==> src/rtl/uart_rx_fifo_param.sv <==
// UART receiver with a 2-flop synchroniser, 3-sample majority vote, parity/stop checking and a
// first-word fall-through output FIFO (ready/valid) that raises rq every GROUP_N pushed frames.
module uart_rx_fifo_param #(
    parameter int DATA_BITS  = 8,
    parameter int OVERSAMPLE = 16,
    parameter int PARITY     = 0,
    parameter int STOP_BITS  = 1,
    parameter int FIFO_DEPTH = 4,
    parameter int GROUP_N    = 4
) (
    input  logic                             clk,
    input  logic                             reset,
    input  logic                             en,
    input  logic                             rx,
    output logic [DATA_BITS-1:0]             m_data,
    output logic                             m_valid,
    input  logic                             m_ready,
    output logic [$clog2(FIFO_DEPTH+1)-1:0]  fill,
    output logic                             rq,
    output logic                             frame_err,
    output logic                             parity_err,
    output logic                             overflow,
    output logic                             busy
);
    localparam int MID = OVERSAMPLE / 2;
    localparam int SCW = $clog2(OVERSAMPLE);
    localparam int BIW = $clog2(DATA_BITS);
    localparam int AW  = $clog2(FIFO_DEPTH);
    localparam int FW  = $clog2(FIFO_DEPTH + 1);
    localparam int GW  = (GROUP_N > 1) ? $clog2(GROUP_N) : 1;

    localparam logic [SCW-1:0] SC_V0   = SCW'(MID - 1);
    localparam logic [SCW-1:0] SC_V1   = SCW'(MID);
    localparam logic [SCW-1:0] SC_V2   = SCW'(MID + 1);
    localparam logic [SCW-1:0] SC_LAST = SCW'(OVERSAMPLE - 1);

    typedef enum logic [2:0] {
        S_IDLE, S_START, S_DATA, S_PARITY, S_STOP, S_BREAK
    } state_t;

    state_t                 state;
    logic                   rx_meta, rxs;
    logic [SCW-1:0]         sc;
    logic [BIW-1:0]         bit_idx;
    logic                   stop_idx;
    logic                   v0, v1, bitv, par_ok;
    logic [DATA_BITS-1:0]   shreg;

    logic [DATA_BITS-1:0]   mem [FIFO_DEPTH];
    logic [AW-1:0]          wr_ptr, rd_ptr;
    logic [FW-1:0]          count;
    logic [GW-1:0]          grp;

    logic vote, commit, good, full, pop, push;

    always_ff @(posedge clk) begin
        if (reset) begin
            rx_meta <= 1'b1;
            rxs     <= 1'b1;
        end else begin
            rx_meta <= rx;
            rxs     <= rx_meta;
        end
    end

    // Third vote sample is the live rxs at sc=MID+1, so decisions are taken on that tick.
    assign vote   = (v0 & v1) | (v0 & rxs) | (v1 & rxs);
    assign commit = en && (state == S_STOP) && (sc == SC_V2) &&
                    (!vote || (stop_idx == 1'(STOP_BITS - 1)));
    assign good   = commit && vote && par_ok;
    assign pop    = m_valid && m_ready;
    assign full   = (count == FW'(FIFO_DEPTH));
    assign push   = good && (!full || pop);

    always_ff @(posedge clk) begin
        if (reset) begin
            state    <= S_IDLE;
            sc       <= '0;
            bit_idx  <= '0;
            stop_idx <= 1'b0;
            v0       <= 1'b1;
            v1       <= 1'b1;
            bitv     <= 1'b0;
            par_ok   <= 1'b1;
            shreg    <= '0;
        end else if (en) begin
            sc <= (sc == SC_LAST) ? '0 : sc + SCW'(1);
            if (sc == SC_V0) v0 <= rxs;
            if (sc == SC_V1) v1 <= rxs;
            case (state)
                S_IDLE: begin
                    sc <= '0;
                    if (!rxs) begin
                        state  <= S_START;
                        par_ok <= 1'b1;
                    end
                end
                S_START: begin
                    if (sc == SC_V2 && vote) begin
                        state <= S_IDLE;
                    end else if (sc == SC_LAST) begin
                        state   <= S_DATA;
                        bit_idx <= '0;
                    end
                end
                S_DATA: begin
                    if (sc == SC_V2) bitv <= vote;
                    if (sc == SC_LAST) begin
                        shreg   <= {bitv, shreg[DATA_BITS-1:1]};
                        bit_idx <= bit_idx + BIW'(1);
                        if (bit_idx == BIW'(DATA_BITS - 1)) begin
                            state    <= (PARITY != 0) ? S_PARITY : S_STOP;
                            stop_idx <= 1'b0;
                        end
                    end
                end
                S_PARITY: begin
                    if (sc == SC_V2) par_ok <= (((^shreg) ^ vote) == (PARITY == 2));
                    if (sc == SC_LAST) state <= S_STOP;
                end
                S_STOP: begin
                    if (sc == SC_V2) begin
                        if (!vote) state <= S_BREAK;
                        else if (stop_idx == 1'(STOP_BITS - 1)) state <= S_IDLE;
                    end else if (sc == SC_LAST) begin
                        stop_idx <= stop_idx + 1'b1;
                    end
                end
                S_BREAK: begin
                    if (rxs) state <= S_IDLE;
                end
                default: state <= S_IDLE;
            endcase
        end
    end

    always_ff @(posedge clk) begin
        if (push && !reset) mem[wr_ptr] <= shreg;
    end

    always_ff @(posedge clk) begin
        if (reset) begin
            wr_ptr     <= '0;
            rd_ptr     <= '0;
            count      <= '0;
            grp        <= '0;
            rq         <= 1'b0;
            frame_err  <= 1'b0;
            parity_err <= 1'b0;
            overflow   <= 1'b0;
        end else begin
            frame_err  <= commit && !vote;
            parity_err <= commit && vote && !par_ok;
            overflow   <= good && full && !pop;
            rq         <= 1'b0;
            if (push) begin
                wr_ptr <= wr_ptr + AW'(1);
                if (grp == GW'(GROUP_N - 1)) begin
                    grp <= '0;
                    rq  <= 1'b1;
                end else begin
                    grp <= grp + GW'(1);
                end
            end
            if (pop) rd_ptr <= rd_ptr + AW'(1);
            count <= count + FW'(push) - FW'(pop);
        end
    end

    assign m_valid = (count != '0);
    assign m_data  = m_valid ? mem[rd_ptr] : '0;
    assign fill    = count;
    assign busy    = (state != S_IDLE);

endmodule

==> config.mk <==
export PLATFORM = sky130hd
export DESIGN_NAME = uart_rx_fifo_param
export DESIGN_NICKNAME = d
export VERILOG_FILES = /design/src/rtl/uart_rx_fifo_param.sv
export SDC_FILE = /design/constraint.sdc
export NUM_CORES = 1
export LEC_CHECK = 0
export ABC_AREA = 1
export CAP_MARGIN = 20
export CELL_PAD_IN_SITES_DETAIL_PLACEMENT = 1
export CELL_PAD_IN_SITES_GLOBAL_PLACEMENT = 1
export CORE_ASPECT_RATIO = 0.9
export CORE_MARGIN = 5
export CORE_UTILIZATION = 40
export CTS_CLUSTER_SIZE = 12
export DETAILED_ROUTE_END_ITERATION = 7
export PLACE_DENSITY_LB_ADDON = 0.1
export SLEW_MARGIN = 5
export SYNTH_ARGS = -nofsm -noshare
export SYNTH_HDL_FRONTEND = slang
export SYNTH_SLANG_ARGS = --single-unit
==> constraint.sdc <==
create_clock -name clk -period 2.7 [get_ports clk]
set_clock_uncertainty 0.15 [all_clocks]
set_input_delay 0.81 -clock clk [delete_from_list [all_inputs] [get_ports clk]]
set_output_delay 0.81 -clock clk [all_outputs]
set_load 0.05 [all_outputs]
Yosys cells after proc, flatten, opt, wreduce, memory -nomap -nowiden --
Memories as Yosys holds them, arrays and structs flattened. A register that Yosys moved wholly into a read port is not among the register bits. Cells that the tools add are included.
Storage, ports and cells: flip-flop bits (word level) 38, bits in writable memories 32, bits of input ports 5, output and inout bits 17, logic and storage cells 130, memories kept 1
Memory list:
- mem | words 4, bits a word 8, read ports 1, clocked after memory_dff 1, wr ports 1, RTL line 49 | logic [DATA_BITS-1:0] mem [FIFO_DEPTH];
Operators by class: add/sub/neg operators 8, eq/ne operators 25, multiplexer cells 32, bitwise operators 9, reductions and logical operators 36
Operator list (number):
- $mux W3 | 13
- $ne A2 B2 Y1 const B | 9
- $pmux W3 S6 | 1
- $logic_and A1 B1 Y1 | 13
- $eq A3 B3 Y1 const B | 4
- $eq A4 B4 Y1 const B | 3
- $mux W1 | 9
- $reduce_and A9 Y1 | 1
- $mux W4 | 2
- $mux W8 | 1
- $reduce_xor A8 Y1 | 1
- $add A2 B1 Y2 const B | 3
- $eq A3 B2 Y1 const B | 2
- $mux W2 | 3
- $ne A3 B3 Y1 const B | 2
- $pmux W3 S2 | 1
- $reduce_and A3 Y1 | 2
- $reduce_and A6 Y1 | 1
- $reduce_bool A2 Y1 | 3
- $reduce_bool A3 Y1 | 2
- $logic_not A1 Y1 | 5
- $reduce_and A5 Y1 | 1
- $add A4 B1 Y4 const B | 1
- $eq A4 B3 Y1 const B | 1
- 17 further kinds | 26

Longest topological paths before layout --
depth after elaboration 12, gate-level depth with buffers 14, depth with buffers taken out 14

Worst setup path after synthesis --
No wires, ideal clock.
kind flip-flop to output port, start point reg count[1] (netlist: fill[1]), end point out m_data[0], arrival time 2323 ps, required time 1740 ps, slack -583 ps, stages on the path, launching flop included 5, buffers on the path 0, cells stage by stage dfxtp_1 nor2_1 nand2_1 clkinv_1 a21oi_1
On the way: cells in the longest elaborated chain, start to end 2
Ends and longest elaborated chain:
- start, declared | RTL line 51 | logic [FW-1:0] count;
- start signal, assigned | RTL line 166 | count <= count + FW'(push) - FW'(pop);
- $reduce_bool A3 Y1 | RTL line 170 | assign m_valid = (count != '0);
- via m_valid | RTL line 16 | output logic m_valid,
- $mux W8 | RTL line 171 | assign m_data = m_valid ? mem[rd_ptr] : '0;
- end, declared | RTL line 15 | output logic [DATA_BITS-1:0] m_data,
The timed path passes the listed nets, and every way through them passes these cells.

==> metrics.csv <==
stage,metric,value,unit
critical_path,Levels on crit path,5,
finish,share of post-route cells with drive strength above 1,18.5,%
synth,Synthesis Warnings,0,
finish,Area growth syn-to-layout,22.4,%
synth,largest family of logic cells by synthesized area,simple AND/OR/NAND/NOR gates,
finish,Post-Layout Cell Count,547,
cts,TritonCTS Buffers,9,
synth,Post-Synth Adder-Cell Area,5.02,%
synth,post-synthesis sequential area ratio,52.0,%
timing,worst setup margin,89.3,ps
run,maxcap violations,0,
synth,post-synthesis simple-gate area fraction,24.2,%
finish,# diodes,0,
pwr,pwr/cell area,888,mW/mm2
critical_path,crit-path leading delay family,buffers and inverters,
critical_path,crit path max fanout,16,
cts,Skew-Pair Late Insertion Delay,350,ps
finish,"leading cell types in the layout, fill and taps excluded","nor2_1 (71), nand2_1 (65), inv_1 (45)",
placed_design,pre-CTS WS,-445,ps
synth,Yosys reg bits,72,
timing,Setup TNS,0,ps
critical_path,Worst R2R End,fill[2]$_SDFF_PP0_,
global_routing,GRT Overall Usage,16.9,%
pwr,Worst VDD drop,445,uV
drt,# DRC,0,
drt,Detailed Routing Iterations Pass 1,4,
finish,final core occ,50.9,%
timing,achievable frequency,383,MHz
timing,minimum clock period after layout,2610,ps
critical_path,Worst setup SP type,register,
critical_path,CP bufs+invs,3,
synth,Syn Std Cell Area,0.00339,mm2
placed_design,I/O Buffers,21,
drt,final wirelength,8.29,mm
critical_path,slowest cell on the critical path,dfxtp_1,
pwr,overall power,3.68,mW
global_routing,first-pass GRT wire length,13.9,mm
synth,synthesized instance count,401,
finish,final net count,461,
global_routing,largest net degree at the start of global routing,22,
synth,Synth area leaders,"edfxtp_1 (28%), dfxtp_1 (24%), nor2_1 (7.9%)",
critical_path,crit path capture,m_data[1],
critical_path,Crit Path Category,reg -> out,
drt,drt via density,5.02,
finish,multi-input logic area,0.00148,mm2
synth,count of cell types in the netlist,32,
run_status,status,finished clean,
synth,Syn Nets,419,
timing,final worst path period share,96.7,%
global_routing,number of global-route vias before repair,2845,
drt,Antenna Nets Post-Route,0,
drt,vias after detailed routing,2746,
cts,CTS tree,yes,
synth,Yosys top cell area share,28.4,%
floorplanning,die area,0.0104,mm2
floorplanning,Die Y,97.3,um
placed_design,GP Congestion,0.751,
timing,Fin. Hold Viols,0,
cts,Clock Pin Slew Worst Setup and Hold Paths,80,ps
floorplanning,Cell Rows,31,
synth,Synth Area in Compound Gates,10.4,%
critical_path,Reg2Reg Setup Slack,220,ps
drt,initial drt markers,87,
timing,final setup violation count,0,
floorplanning,I/O pin cnt,22,
global_routing,antenna violations before repair,0,
critical_path,crit end category,output port,
synth,multiplexer share of the synthesized area,0,%
cts,CTS Root Buffer Type,clkbuf_8,
placed_design,placed insts,530,
cts,CTS max path bufs,2,
timing,Max-Slew Margin vs Limit,65.9,%
critical_path,CP Data Arrival Time,1650,ps
synth,Synth area leader,edfxtp_1,
synth,XOR/XNOR share of the synthesized area,0.775,%
finish,Reg area,0.00177,mm2
pwr,Static Leak,1.74,nW
placed_design,cell area after placement,0.00389,mm2
critical_path,slowest cell delay on critical path,390,ps
worst_hold_path,Hold Path Class,reg -> reg,
critical_path,worst path cell trace,"clkinvlp_4, buf_12, o21ai_0, a21oi_4, buf_4",
finish,Filler Cells Inserted,966,
drt,routed len/inst,15.2,um
floorplanning,initial core utilization,41.6,%
finish,"commonest non-fill, non-tap cell in the layout",nor2_1,
synth,synthesized area per cell,8.45,um2
timing,Slew Limit Fails,0,
floorplanning,core box area,0.00815,mm2
timing,worst-margin pin slew,509,ps
cts,clock sink count,72,
critical_path,r2r startpoint,sc[1]$_SDFFE_PP0P_,
cts,H-tree depth,3,
timing,Hold WS,269,ps
global_routing,GRT overflow,0,
placed_design,dpl hpwl,5.98,mm
finish,design area,0.00415,mm2
critical_path,"Data required, critical path",1740,ps
critical_path,worst r2r path cells,14,
floorplanning,Chip Width,107,um
power breakdown:
group / switching (mW) / leakage (nW) / internal, mW / total (mW)
logic: 1.01 / 1.01 / 0.465 / 1.48
clock network: 0.404 / 0.110 / 0.546 / 0.949
registers: 0.0626 / 0.622 / 1.19 / 1.25
total: 1.48 / 1.74 / 2.20 / 3.68
worst reg2reg max path: stages, from the launching register on:
cell and delay (ps):
dfxtp_1 340, inv_1 80, ha_1 160, nand3_2 130, nor2_4 160, nand3_4 90
nor2_4 150, nand2_4 70, ha_4 250, inv_1 30, ha_1 180, fa_1 360
inv_1 70, o21ai_0 90, a21oi_1 120
cells by family after synthesis:
logic type      after synthesis
flops                        72
fa+ha+maj                    13
simple gates                184
compound gates               68
xor+xnor                      3
buf+inv                      61
flip-flops by register name, summed over array words and instances (netlist names), 2 cells and up, named ones only:
signal / count
bit_idx: 3
shreg: 8
state: 3
wr_ptr: 2
grp: 2
sc: 4
mem: 32
rd_ptr: 2
fill: 3
cell type report:
type                    count  share of cell area (%)
well taps                  99                    2.99
clock buffers              11                    3.41
repair buffers             42                    8.75
inverters                  50                    4.71
multi-input cells         268                    35.6
clock inverters             5                    1.96
flip-flops and latches     72                    42.6
layer usage:
| metal | vias up | track usage, % | share of wire (%) |
|---|---|---|---|
| met5 | - | 0 | 0 |
| met4 | 0 | 4.62 | 1.0 |
| met3 | 10 | 4.32 | 2.8 |
| met2 | 29 | 28.7 | 50 |
| met1 | 1323 | 21.1 | 47 |
| li1 | 1384 | - | - |
worst min-delay path by stage:
stage,cells past startpoint,startpoint,slack [ps],to
floorplan,1,rx_meta$_SDFF_PP1_,240,rxs$_SDFF_PP1_
global placement,1,rx_meta$_SDFF_PP1_,250,rxs$_SDFF_PP1_
detailed placement,1,rx_meta$_SDFF_PP1_,250,rxs$_SDFF_PP1_
CTS,1,rx_meta$_SDFF_PP1_,270,rxs$_SDFF_PP1_
global route,1,par_ok$_SDFFE_PP1P_,290,parity_err$_SDFF_PP0_
finish,1,rx_meta$_SDFF_PP1_,270,rxs$_SDFF_PP1_
cell usage after synthesis (all sizes together):
master,count
nand3,25
nand4,1
o21a,1
and3,1
xor2,3
nor3,4
nor4,1
ha,12
dfxtp,40
inv,49
a21oi,32
nand2,69
clkinv,1
clkbuf,7
a22oi,1
a311oi,1
fa,1
o311ai,1
o21ai,32
nor2,81
edfxtp,32
buf,4
or2,2
repair_timing:
action / CTS / global route
hold buffers: 0 / 0
setup endpoints to repair: 4 / 10
gates resized for setup: 1 / 14
buffers inserted: 0 / 1
(Power assumes the default switching activity.)
